==> config.mk <==
export PLATFORM = sky130hd
export DESIGN_NAME = router_output_arbiter
export DESIGN_NICKNAME = d
export VERILOG_FILES = /design/src/rtl/router_arb_pkg.sv /design/src/rtl/rr_pick.sv /design/src/rtl/router_output_arbiter.sv
export SDC_FILE = /design/constraint.sdc
export NUM_CORES = 1
export LEC_CHECK = 0
export ABC_AREA = 1
export BUFFER_PORTS_ARGS = -buffer_cell sky130_fd_sc_hd__buf_4
export CAP_MARGIN = 20
export CORE_AREA = 2 2 39 41
export DETAILED_ROUTE_END_ITERATION = 10
export DIE_AREA = 0 0 41 43
export PLACE_DENSITY = 0.74
export SYNTH_ARGS = -nofsm -noshare
export SYNTH_HDL_FRONTEND = slang
export SYNTH_SLANG_ARGS = --single-unit
==> constraint.sdc <==
create_clock -name clk -period 2.4 [get_ports clk]
set_input_delay 0.12 -clock clk [delete_from_list [all_inputs] [get_ports clk]]
set_output_delay 0.12 -clock clk [all_outputs]
set_load 0.05 [all_outputs]
==> src/rtl/router_arb_pkg.sv <==
// Shared types and helpers for the router output-port arbiter.
// Holds the FSM state encoding, the credit counter width and a one-hot decoder.
package router_arb_pkg;

   typedef enum logic {
      IDLE = 1'b0,
      LOCK = 1'b1
   } arb_state_t;

   localparam int CREDIT_W = 4;

   // Index of the set bit in a one-hot vector; 0 when the vector is all-zero.
   function automatic int unsigned onehot_to_idx(input logic [31:0] oh);
      int unsigned idx;
      idx = 0;
      for (int i = 0; i < 32; i++) begin
         if (oh[i]) idx = unsigned'(i);
      end
      return idx;
   endfunction

endpackage

==> src/rtl/rr_pick.sv <==
// Combinational round-robin selector: picks the first candidate at or above
// rr_ptr, wrapping from N_REQ-1 back to 0.
module rr_pick
   import router_arb_pkg::*;
#(
   parameter  int N_REQ = 2,
   localparam int SEL_W = $clog2(N_REQ)
) (
   input  logic [N_REQ-1:0] cand,
   input  logic [SEL_W-1:0] rr_ptr,
   output logic [N_REQ-1:0] win,
   output logic [SEL_W-1:0] win_idx,
   output logic             any
);

   logic [2*N_REQ-1:0] masked;
   logic [2*N_REQ-1:0] first;

   // The upper copy of cand sees every bit, so a candidate below rr_ptr is
   // still found there once the lower copy is masked off.
   assign masked  = {cand, cand} & ({(2*N_REQ){1'b1}} << rr_ptr);
   assign first   = masked & (-masked);
   assign win     = first[N_REQ-1:0] | first[2*N_REQ-1:N_REQ];
   assign win_idx = SEL_W'(onehot_to_idx(32'(win)));
   assign any     = |cand;

endmodule

==> src/rtl/router_output_arbiter.sv <==
// Owner of one shared router output port: wormhole-locks the port to a winning
// channel until its tail flit moves, round-robin between packets, credit flow control.
module router_output_arbiter
   import router_arb_pkg::*;
#(
   parameter  int N_REQ      = 2,
   parameter  int CREDIT_MAX = 4,
   localparam int SEL_W      = $clog2(N_REQ)
) (
   input  logic                clk,
   input  logic                rst_n,
   input  logic [N_REQ-1:0]    req,
   input  logic [N_REQ-1:0]    head,
   input  logic [N_REQ-1:0]    tail,
   input  logic                credit_ret,
   output logic [N_REQ-1:0]    grant,
   output logic [SEL_W-1:0]    out_sel,
   output logic                xfer,
   output logic [CREDIT_W-1:0] credit_cnt,
   output logic                busy,
   output logic                err_credit
);

   localparam logic [CREDIT_W-1:0] CREDIT_FULL = CREDIT_W'(CREDIT_MAX);
   localparam logic [SEL_W-1:0]    SEL_LAST    = SEL_W'(N_REQ - 1);

   arb_state_t          state_q, state_d;
   logic [N_REQ-1:0]    grant_q, grant_d;
   logic [SEL_W-1:0]    out_sel_q, out_sel_d;
   logic [SEL_W-1:0]    rr_ptr_q, rr_ptr_d;
   logic [CREDIT_W-1:0] credit_cnt_q, credit_cnt_d;
   logic                err_credit_q, err_credit_d;

   logic [N_REQ-1:0]    cand;
   logic [N_REQ-1:0]    pick_win;
   logic [SEL_W-1:0]    pick_idx;
   logic                pick_any;

   assign cand = req & head;

   rr_pick #(.N_REQ(N_REQ)) u_pick (
      .cand    (cand),
      .rr_ptr  (rr_ptr_q),
      .win     (pick_win),
      .win_idx (pick_idx),
      .any     (pick_any)
   );

   // Only the granted channel can move a flit, and never without a credit.
   assign xfer = (|(grant_q & req)) && (credit_cnt_q != '0);

   always_comb begin
      // NOTE: every next-state signal takes its held value first so no path
      // through this block leaves it unassigned (which would infer a latch).
      state_d      = state_q;
      grant_d      = grant_q;
      out_sel_d    = out_sel_q;
      rr_ptr_d     = rr_ptr_q;
      credit_cnt_d = credit_cnt_q;
      err_credit_d = err_credit_q;

      case (state_q)
         IDLE: begin
            if (pick_any && (credit_cnt_q != '0)) begin
               state_d   = LOCK;
               grant_d   = pick_win;
               out_sel_d = pick_idx;
            end
         end
         LOCK: begin
            if (xfer && tail[out_sel_q]) begin
               state_d   = IDLE;
               grant_d   = '0;
               out_sel_d = '0;
               rr_ptr_d  = (out_sel_q == SEL_LAST) ? '0 : out_sel_q + 1'b1;
            end
         end
         default: state_d = IDLE;
      endcase

      // A return in the same cycle as a transfer cancels it out.
      if (xfer && !credit_ret) begin
         credit_cnt_d = credit_cnt_q - 1'b1;
      end else if (!xfer && credit_ret) begin
         if (credit_cnt_q == CREDIT_FULL) err_credit_d = 1'b1;
         else                             credit_cnt_d = credit_cnt_q + 1'b1;
      end
   end

   // NOTE: state registers use non-blocking assignment so every flop samples
   // the pre-edge values, independent of statement order.
   always_ff @(posedge clk or negedge rst_n) begin
      if (!rst_n) begin
         state_q      <= IDLE;
         grant_q      <= '0;
         out_sel_q    <= '0;
         rr_ptr_q     <= '0;
         credit_cnt_q <= CREDIT_FULL;
         err_credit_q <= 1'b0;
      end else begin
         state_q      <= state_d;
         grant_q      <= grant_d;
         out_sel_q    <= out_sel_d;
         rr_ptr_q     <= rr_ptr_d;
         credit_cnt_q <= credit_cnt_d;
         err_credit_q <= err_credit_d;
      end
   end

   assign grant      = grant_q;
   assign out_sel    = out_sel_q;
   assign credit_cnt = credit_cnt_q;
   assign busy       = (state_q == LOCK);
   assign err_credit = err_credit_q;

endmodule

Word-level counts from Yosys, hierarchy flattened
Cells that the tools add are included.
- reductions and logical operators: 15
- order comparisons: 1
- $add $sub $neg: 4
- mux-type cells: 16
- multiply operators: 0
- eq/ne operators: 4
- div/mod/pow operators: 0
- shift-type cells: 1
- bitwise gates (word level): 7
- operators with widths (kind ; count):
    $mux 4 ; 3
    $and 4x4->4 ; 2
    $mux 1 ; 8
    $reduce_and 2->1 ; 3
    $logic_and 1x1->1 ; 5
    $add 4x1->4 const B ; 1
    $and 2x2->2 ; 2
    $eq 4x3->1 const B ; 1
    $mux 2 ; 2
    $ne 2x2->1 const B ; 2
    $neg 4->4 ; 1
    $pmux 1 s2 ; 2
    $pmux 2 s2 ; 1
    $reduce_bool 4->1 ; 1
    $reduce_or 2->1 ; 2
    $shl 4x1->4 const A ; 1
    $sub 4x1->4 const B ; 1
    $reduce_and 3->1 ; 1
    $logic_not 1->1 ; 2
    $lt 1x2->1 const B ; 1
    $ne 2x1->1 const B ; 1
    $not 1->1 ; 2
    $or 2x2->2 ; 1
    $reduce_bool 2->1 ; 1
    $add 1x1->1 const B ; 1
- register bits: 10
- output and inout port bits: 10
- RAM bits: 0
- latch bits: 0
- memories: 0
- memory bits (read-only): 0
- bits of input ports: 9
- logic and storage cells: 54

Depth between registers and ports, before layout
Gate-level depths: netlist (run 1).
- depth after elaboration: 8
- mapped depth: 13
- depth with buffers taken out: 13

Modules after synthesis
Synthesis (run 1) repeated with hierarchy kept, for this count alone.
- cell total of the unflattened synthesis: 86
- area total of the unflattened synthesis: 675.6 µm²
- modules (own cells, without submodules) (module ; cells each ; times used ; area an instance (µm²)):
    router_output_arbiter ; 79 ; 1 ; 641.9
    rr_pick ; 7 ; 1 ; 33.8

Worst setup path after synthesis (run 1)
OpenSTA, ideal clock, no wires.
- path kind: flip-flop to flip-flop
- start: reg credit_cnt_q[2] (netlist: credit_cnt[2])
- end: reg credit_cnt_q[2] (netlist: credit_cnt[2])
- cell stages (with the launch flop): 13
- arrival time: 2.358 ns
- path buffers: 0
- required time: 2.315 ns
- library setup time: 0.085 ns
- period minus slack after synthesis: 2.443 ns
- slack: -0.043 ns
- path through: dfstp_2 inv_1 nand3_2 nand2_1 inv_1 ha_1 nand2_1 inv_1 nor2_2 ha_1 a21oi_1 xor2_1 o21ai_0
- cells in the longest elaborated chain, start to end: 6
- elaborated cells between the ends (all ways): 14
- those cells by class: 2 x add/sub; 2 x eq/ne; 3 x mux; 7 x reduce/logical
- RTL lines (element ; line ; source):
    start, declared ; router_output_arbiter.sv:31 ; logic [CREDIT_W-1:0] credit_cnt_q, credit_cnt_d;
    start signal, assigned ; router_output_arbiter.sv:105 ; credit_cnt_q <= credit_cnt_d;
    $reduce_bool 4->1 * ; router_output_arbiter.sv:50 ; assign xfer = (|(grant_q & req)) && (credit_cnt_q != '0);
    $logic_and 1x1->1 * ; router_output_arbiter.sv:50 ;
    via xfer ; router_output_arbiter.sv:18 ; output logic xfer,
    $logic_not 1->1 ; router_output_arbiter.sv:84 ; end else if (!xfer && credit_ret) begin
    $logic_and 1x1->1 ; router_output_arbiter.sv:84 ;
    $reduce_bool 2->1 (no line) ; - ;
    $reduce_and 2->1 (no line) ; - ;
The timed path passes the listed nets; every way through them passes the cells marked *. The select of a mux whose other input is x is not followed.
A chain may end at the register's enable or synchronous reset.

Final worst setup path (run 1)
- start: reg credit_cnt_q[1] (netlist: credit_cnt[1])
- end: reg credit_cnt_q[2] (netlist: credit_cnt[2])
- cells in the longest elaborated chain, start to end: 6
- elaborated cells between the ends (all ways): 14
- those cells by class: 2 x add/sub; 2 x eq/ne; 3 x mux; 7 x reduce/logical
- RTL lines (element):
    branches (longest 6 deep; another with $add 4x1->4)
Parallel ways; which one is timed is not known. The select of a mux whose other input is x is not followed.

==> flow_metrics.env, run 1 <==
export IMPL_clkSinkCount=9
export IMPL_fin_ws_ps=293
export IMPL_worstPathRequired_ps=2590
export IMPL_min_period_ps=2110
export IMPL_h_tree_depth=1
export IMPL_finalPower_uw=797
export IMPL_cts_root_buf="clkbuf_4"
export IMPL_dp_slack_ps=321
export IMPL_endpoint_kind="flop"
export IMPL_worst_pin_slew_ps=222
export IMPL_syn2layout_area_growth_pct=30.7
export IMPL_dp_cells=113
export IMPL_critPathArrivalTime_ps=2290
export IMPL_grt_overflow_total=0
export IMPL_drt_iter0_markers=5
export IMPL_crit_path_max_fanout=6
export IMPL_grt_start_max_net_pins=10
export IMPL_drt_pass1_iterations=4
export IMPL_min_path_type="input port to asynchronous set/reset pin"
export IMPL_critPathMaxStageDelay_ps=440
export IMPL_finalCritPeriodShare_pct=87.8
export IMPL_synth_avg_cell_area_um2=7.74
export IMPL_cp_num_buf_inv=2
export IMPL_synth_ff_latch_count=9
export IMPL_die_x_um=41
export IMPL_dieHeight_um=43
export IMPL_fillers=122
export IMPL_clk_pin_slew_ps=60
export IMPL_ys_types=23
export IMPL_coreArea_um2=1380
export IMPL_final_nets=116
export IMPL_antenna_found_initial=0
export IMPL_leakage_uw=0.000434
export IMPL_diodes=0
export IMPL_tns_ps=0
export IMPL_maxCapViolations=0
export IMPL_max_slew_margin_pct=85.0
export IMPL_cts_setup_buffers=0
export IMPL_final_cells=118
export IMPL_ant_nets=0
export IMPL_p_per_area_nw_per_um2=985
export IMPL_grt_pass1_vias=487
export IMPL_drt_vias_per_instance=4.75
export IMPL_finalSetupViolations=0
export IMPL_r2r_end="credit_cnt[2]$_DFFE_PN1P_"
export IMPL_status="finished, final reports clean"
export IMPL_rsz0062_at_grt="false"
export IMPL_cts_buffers=3
export IMPL_hold_viol_final=0
export IMPL_reg2reg_from="credit_cnt[1]$_DFFE_PN0P_"
export IMPL_irDropWorstVdd_mv=0.503
export IMPL_final_common_cell="nand2_1"
export IMPL_ys_warn_count=0
export IMPL_io_pin_count=19
export IMPL_yosysSeqAreaShare_pct=36.6
export IMPL_netlist_area_um2=619
export IMPL_track_usage_pct=17.6
export IMPL_start_util_pct=44.8
export IMPL_synthesis_nets=93
export IMPL_critPathSlowestCell="dfrtp_2"
export IMPL_drcViolationCount=0
export IMPL_cp_top_family="simple AND/OR/NAND/NOR gates"
export IMPL_num_rows=14
export IMPL_final_cell_mix="nand2_1, buf_4, inv_1"
export IMPL_synthesis_instances=80
export IMPL_slew_violations=0
export IMPL_tritoncts="done"
export IMPL_clock_skew_ps=8.27
export IMPL_cp_start_kind="flop"
export IMPL_finalHoldWorstSlack_ps=218
export IMPL_fmax_mhz=475
export IMPL_die_area_um2=1760
export IMPL_gp_congestion=0.749
export IMPL_clk_latency_ps=260
export IMPL_r2r_cells=12
export IMPL_grt_pass1_wl_um=2100
export IMPL_wire_per_inst_um=10.9
export IMPL_dp_hpwl_um=1020
export IMPL_port_buffers=18
export IMPL_drt_wl_total_um=1280
export IMPL_path_class="flop to flop"
export IMPL_vias=560
export IMPL_crit_chain="nor2_2 -> nand3_2 -> nand2_1 -> clkinvlp_4 -> ha_1 -> nand2_1 -> inv_1 -> nor2_2 -> ha_1 -> a21oi_1 -> xor2_1 -> o21ai_0"
export IMPL_drive_above_1_share_pct=36.3
export IMPL_clock_path_buffers=2
export IMPL_rrSetupSlack_ps=290
[cell families (layout without fill, tap and decap cells)]
kind of cell / Yosys count / after routing / share of synthesized area [%]
and+or+nand+nor: 42 / 42 / 33.7
buffers and inverters: 13 / 35 / 8.48
AOI/OAI and AO/OA: 9 / 9 / 8.89
DFF: 9 / 9 / 36.6
adders and majority gates: 4 / 4 / 8.08
xor gates and xnor gates: 3 / 3 / 4.24
[flip-flops by register name (all words and copies together) (netlist names)]
signal	cells
err_credit	1
grant	2
rr_ptr_q	1
busy	1
credit_cnt	4
[Yosys cell counts]
cell       n  area, um2
a211oi_1   1       7.51
a21oi_1    1       5.00
a31o_2     1       8.76
and3_1     1       6.26
buf_4      1       7.51
dfrtp_1    8        200
dfstp_2    1       26.3
ha_1       4       50.1
inv_1     11       41.3
inv_2      1       3.75
nand2_1   25       93.8
nand2_2    2       12.5
nand3_1    4       20.0
nand3_2    3       30.0
nand3b_1   1       7.51
nand4_2    1       12.5
nor2_1     2       7.51
nor2_2     3       18.8
o21ai_0    3       15.0
o21ai_1    2       10.0
o21ai_2    1       8.76
xnor2_1    2       17.5
xor2_1     1       8.76
[cell type report]
class	instances	area, um2	area share [%]
clock buffers	4	26.3	3.25
inverters	12	48.8	6.03
flip-flops and latches	9	229	28.3
well taps	16	20.0	2.47
multi-input cells	58	340	42.0
repair buffers	19	145	17.9
[how the worst max path moves through the flow]
stage | depth (start not counted) | slack, ps | to | from
after floorplan | 12 | 60 | credit_cnt[2]$_DFFE_PN1P_ | credit_cnt[3]$_DFFE_PN0P_
after global placement | 12 | 410 | credit_cnt[2]$_DFFE_PN1P_ | credit_cnt[1]$_DFFE_PN0P_
after detailed placement | 12 | 320 | credit_cnt[2]$_DFFE_PN1P_ | credit_cnt[1]$_DFFE_PN0P_
after CTS | 12 | 310 | credit_cnt[2]$_DFFE_PN1P_ | credit_cnt[1]$_DFFE_PN0P_
after global routing | 12 | 90 | credit_cnt[2]$_DFFE_PN1P_ | credit_cnt[1]$_DFFE_PN0P_
final | 12 | 290 | credit_cnt[2]$_DFFE_PN1P_ | credit_cnt[1]$_DFFE_PN0P_
[power breakdown]
part	switching [uW]	internal, uW	leakage (uW)
clock network	50.3	63.9	0.0000150
registers	61.9	203	0.000106
logic	276	142	0.000313
[worst reg2reg max path: cells and delay by family, from the launching register on]
kind,cells,cell delay [ps]
and+or+nand+nor,5,670
DFF,1,440
adders and majority gates,2,390
AOI/OAI and AO/OA,2,190
buffers and inverters,2,180
xor gates and xnor gates,1,150
[repair_timing]
item | CTS | global route
gates resized for setup | 0 | 0
hold endpoints to repair | 9 | 0
hold buffers | 1 | 0
[routing by layer]
metal | GRT usage [%] | routed length [um]
met1 | 24.7 | 617
met2 | 24.4 | 598
met3 | 9.42 | 68
met4 | 2.00 | 0
met5 | 0 | 0
[metrics by stage]
stage | utilization (%) | instance area, um2
5_1_grt | 58.5 | 810
3_5_place_dp | 55.9 | 773
6_report | 58.5 | 810
3_3_place_gp | 55.9 | 773
4_1_cts | 58.5 | 810
2_1_floorplan | - | 626
(Power assumes the default switching activity.)
==> run 2: changes to the inputs <==
--- a/config.mk
+++ b/config.mk
@@ -5,13 +5,11 @@
 export SDC_FILE = /design/constraint.sdc
 export NUM_CORES = 1
 export LEC_CHECK = 0
-export ABC_AREA = 1
 export BUFFER_PORTS_ARGS = -buffer_cell sky130_fd_sc_hd__buf_4
 export CAP_MARGIN = 20
-export CORE_AREA = 2 2 39 41
+export CORE_UTILIZATION = 35
 export DETAILED_ROUTE_END_ITERATION = 10
-export DIE_AREA = 0 0 41 43
-export PLACE_DENSITY = 0.74
+export PLACE_DENSITY = 0.6
 export SYNTH_ARGS = -nofsm -noshare
 export SYNTH_HDL_FRONTEND = slang
 export SYNTH_SLANG_ARGS = --single-unit
==> run 2 against run 1 <==
Effect of this change:
- clock power barely moved
- power grew 19%
- final cell count decreased by 19%
- first-iteration DRC count grew 80%
- core utilization down 6.3 points
- largest power group unchanged
- setup slack gained 74 ps
- register-to-register slack gained 70 ps
- non-clock buffer count increased by 2
==> flow_metrics.env, run 2 <==
export IMPL_antenna_found_initial=0
export IMPL_switching_share_pct=49.8
export IMPL_ys_flop_type="dfrtp_1"
export IMPL_final_nets=94
export IMPL_clk_latency_ps=260
export IMPL_drt_vias_per_instance=5.35
export IMPL_dp_cells=91
export IMPL_clock_path_buffers=2
export IMPL_irDropWorstVdd_mv=0.697
export IMPL_leakage_uw=0.000366
export IMPL_wire_per_inst_um=11.8
export IMPL_start_util_pct=37.6
export IMPL_worst_pin_slew_ps=366
export IMPL_synthMuxAreaShare_pct=7.73
export IMPL_final_cell_mix="buf_4, dfrtp_1, nand2_1"
export IMPL_fmax_mhz=492
export IMPL_io_pin_count=19
export IMPL_max_slew_margin_pct=75.6
export IMPL_synth_ff_latch_count=9
export IMPL_synth_adder_area_share_pct=8.83
export IMPL_dp_hpwl_um=909
export IMPL_tritoncts="done"
export IMPL_hold_viol_final=0
export IMPL_clk_pin_slew_ps=60
export IMPL_seq_power_share_pct=31.5
export IMPL_yosysSeqAreaShare_pct=40.0
export IMPL_port_buffers=18
export IMPL_rsz0062_at_grt="false"
export IMPL_drt_pass1_iterations=5
export IMPL_slew_violations=0
export IMPL_coreArea_um2=1510
export IMPL_synth_compound_area_share_pct=14.3
export IMPL_final_seq_area_um2=228
export IMPL_fin_area_um2=787
export IMPL_synth_edff_count=0
export IMPL_h_tree_depth=1
export IMPL_yosysMostFrequentCell="dfrtp_1"
export IMPL_synth_avg_cell_area_um2=9.94
export IMPL_min_period_ps=2030
export IMPL_dpl_cell_area_um2=749
export IMPL_clock_skew_ps=5.44
export IMPL_netlist_area_um2=567
export IMPL_worstPathRequired_ps=2580
export IMPL_gp_congestion=0.755
export IMPL_switchingPower_uw=473
export IMPL_synth_top_family_by_area="simple AND/OR/NAND/NOR gates"
export IMPL_startpoint="credit_cnt[2]$_DFFE_PN1P_"
export IMPL_largest_register_ffs=4
export IMPL_drt_iter0_markers=9
export IMPL_clkSinkCount=9
export IMPL_synth_xor_area_share_pct=7.73
export IMPL_die_x_um=42.2
export IMPL_multiInputGateArea_um2=340
export IMPL_ys_types=29
export IMPL_synthesis_nets=70
export IMPL_syn2layout_area_growth_pct=38.9
export IMPL_maxCapViolations=0
export IMPL_ys_warn_count=0
export IMPL_final_cells=96
export IMPL_dieHeight_um=42.2
export IMPL_grt_pass1_wl_um=2000
export IMPL_yosys_area_share_simple_pct=17.4
export IMPL_status="finished, final reports clean"
export IMPL_synth_area_top_cells="dfrtp_1, ha_1, mux2_1"
export IMPL_cp_start_kind="flop"
export IMPL_finalCritPeriodShare_pct=84.7
export IMPL_diodes=0
export IMPL_vias=514
export IMPL_track_usage_pct=15.1
export IMPL_synth_top_area_share_pct=35.3
export IMPL_synth_area_leader_cell="dfrtp_1"
export IMPL_cts_root_buf="clkbuf_4"
export IMPL_finalSetupViolations=0
export IMPL_cts_buffers=3
export IMPL_async_reset_ff_share_pct=100
export IMPL_grt_overflow_total=0
export IMPL_fillers=152
export IMPL_ant_nets=0
export IMPL_drcViolationCount=0
export IMPL_ctsResizeCount=0
export IMPL_drt_wl_total_um=1130
export IMPL_power_internal_uw=476
export IMPL_die_area_um2=1780
export IMPL_drive_above_1_share_pct=36.3
export IMPL_reg2reg_from="credit_cnt[2]$_DFFE_PN1P_"
export IMPL_final_common_cell="buf_4"
export IMPL_tns_ps=0
export IMPL_synthTopCellsByCount="dfrtp_1, nand2_1, ha_1"
export IMPL_num_rows=14
export IMPL_p_per_area_nw_per_um2=1210
export IMPL_critPathArrivalTime_ps=2220
export IMPL_pwr_share_comb_pct=56.3
export IMPL_grt_start_max_net_pins=10
export IMPL_endpoint_kind="flop"
export IMPL_min_path_type="input port to asynchronous set/reset pin"
export IMPL_synthesis_instances=57
export IMPL_crit_path_max_fanout=7
export IMPL_path_class="flop to flop"
export IMPL_grt_pass1_vias=466
export IMPL_clock_power_share_pct=12.1
[run 2: worst max-delay path: stages (launching register included)]
cell and delay, ps:
dfstp_2 410, nor4_4 400, nor2_4 100, ha_1 230, xor2_1 150, ha_1 180, a21oi_1 140, xnor2_1 130
nand2_1 80, xnor2_1 150
[run 2: worst paths after layout]
kind | to | slack (ps) | cells past startpoint
worst max-delay path | credit_cnt[2]$_DFFE_PN1P_ | 370 | 9
worst min-delay path | busy$_DFF_PN0_ | 220 | 2
worst max register to register | credit_cnt[2]$_DFFE_PN1P_ | 370 | 9
worst min register to register | err_credit$_DFFE_PN0P_ | 470 | 1
max in group asynchronous | credit_cnt[2]$_DFFE_PN1P_ | 1960 | 2
min in group clk | err_credit$_DFFE_PN0P_ | 250 | 3
[run 2: power groups by stage]
stage / sequential [uW] / clock (uW) / combinational [uW]
6_report: 299 / 115 / 535
5_1_grt: 310 / 131 / 575
4_1_cts: 300 / 122 / 540
3_5_place_dp: 302 / 0 / 537
3_3_place_gp: 304 / 0 / 536
2_1_floorplan: 467 / 0 / 212
[run 2: metrics by stage]
step	utilization [%]	setup WS (ps)	power [uW]	hold slack, ps
final	52.2	368	949	217
after floorplan	-	29.5	680	-176
after detailed placement	49.8	386	839	-46.9
after CTS	52.2	363	962	206
after global routing	52.2	171	1020	236
after global placement	49.8	401	840	-48.4
[run 2: what timing repair did]
action | in CTS | in global routing
endpoints found under the hold margin | 9 | 0
setup buffers | 0 | 0
hold buffers | 1 | 0
[run 2: cell type report]
cell class | instances | area share [%]
tap | 16 | 2.54
inverter | 3 | 1.43
clock inverter | 1 | 0.636
multi-input combinational | 43 | 43.2
clock buffer | 3 | 2.86
sequential | 9 | 28.9
timing repair buffer | 21 | 20.3
[run 2: cells by family after synthesis]
family | Yosys count
simple gates | 19
compound gates | 11
flops | 9
xor+xnor | 5
buf+inv | 5
mux | 4
fa+ha+maj | 4
[run 2: metal layers]
| layer | vias to the layer above | GRT usage, % | share of wire, % |
|---|---|---|---|
| met4 | 0 | 5.63 | 0.80 |
| met1 | 236 | 20.3 | 48 |
| li1 | 254 | - | - |
| met2 | 22 | 20.6 | 42 |
| met3 | 2 | 7.76 | 8.8 |
| met5 | - | 0 | 0 |
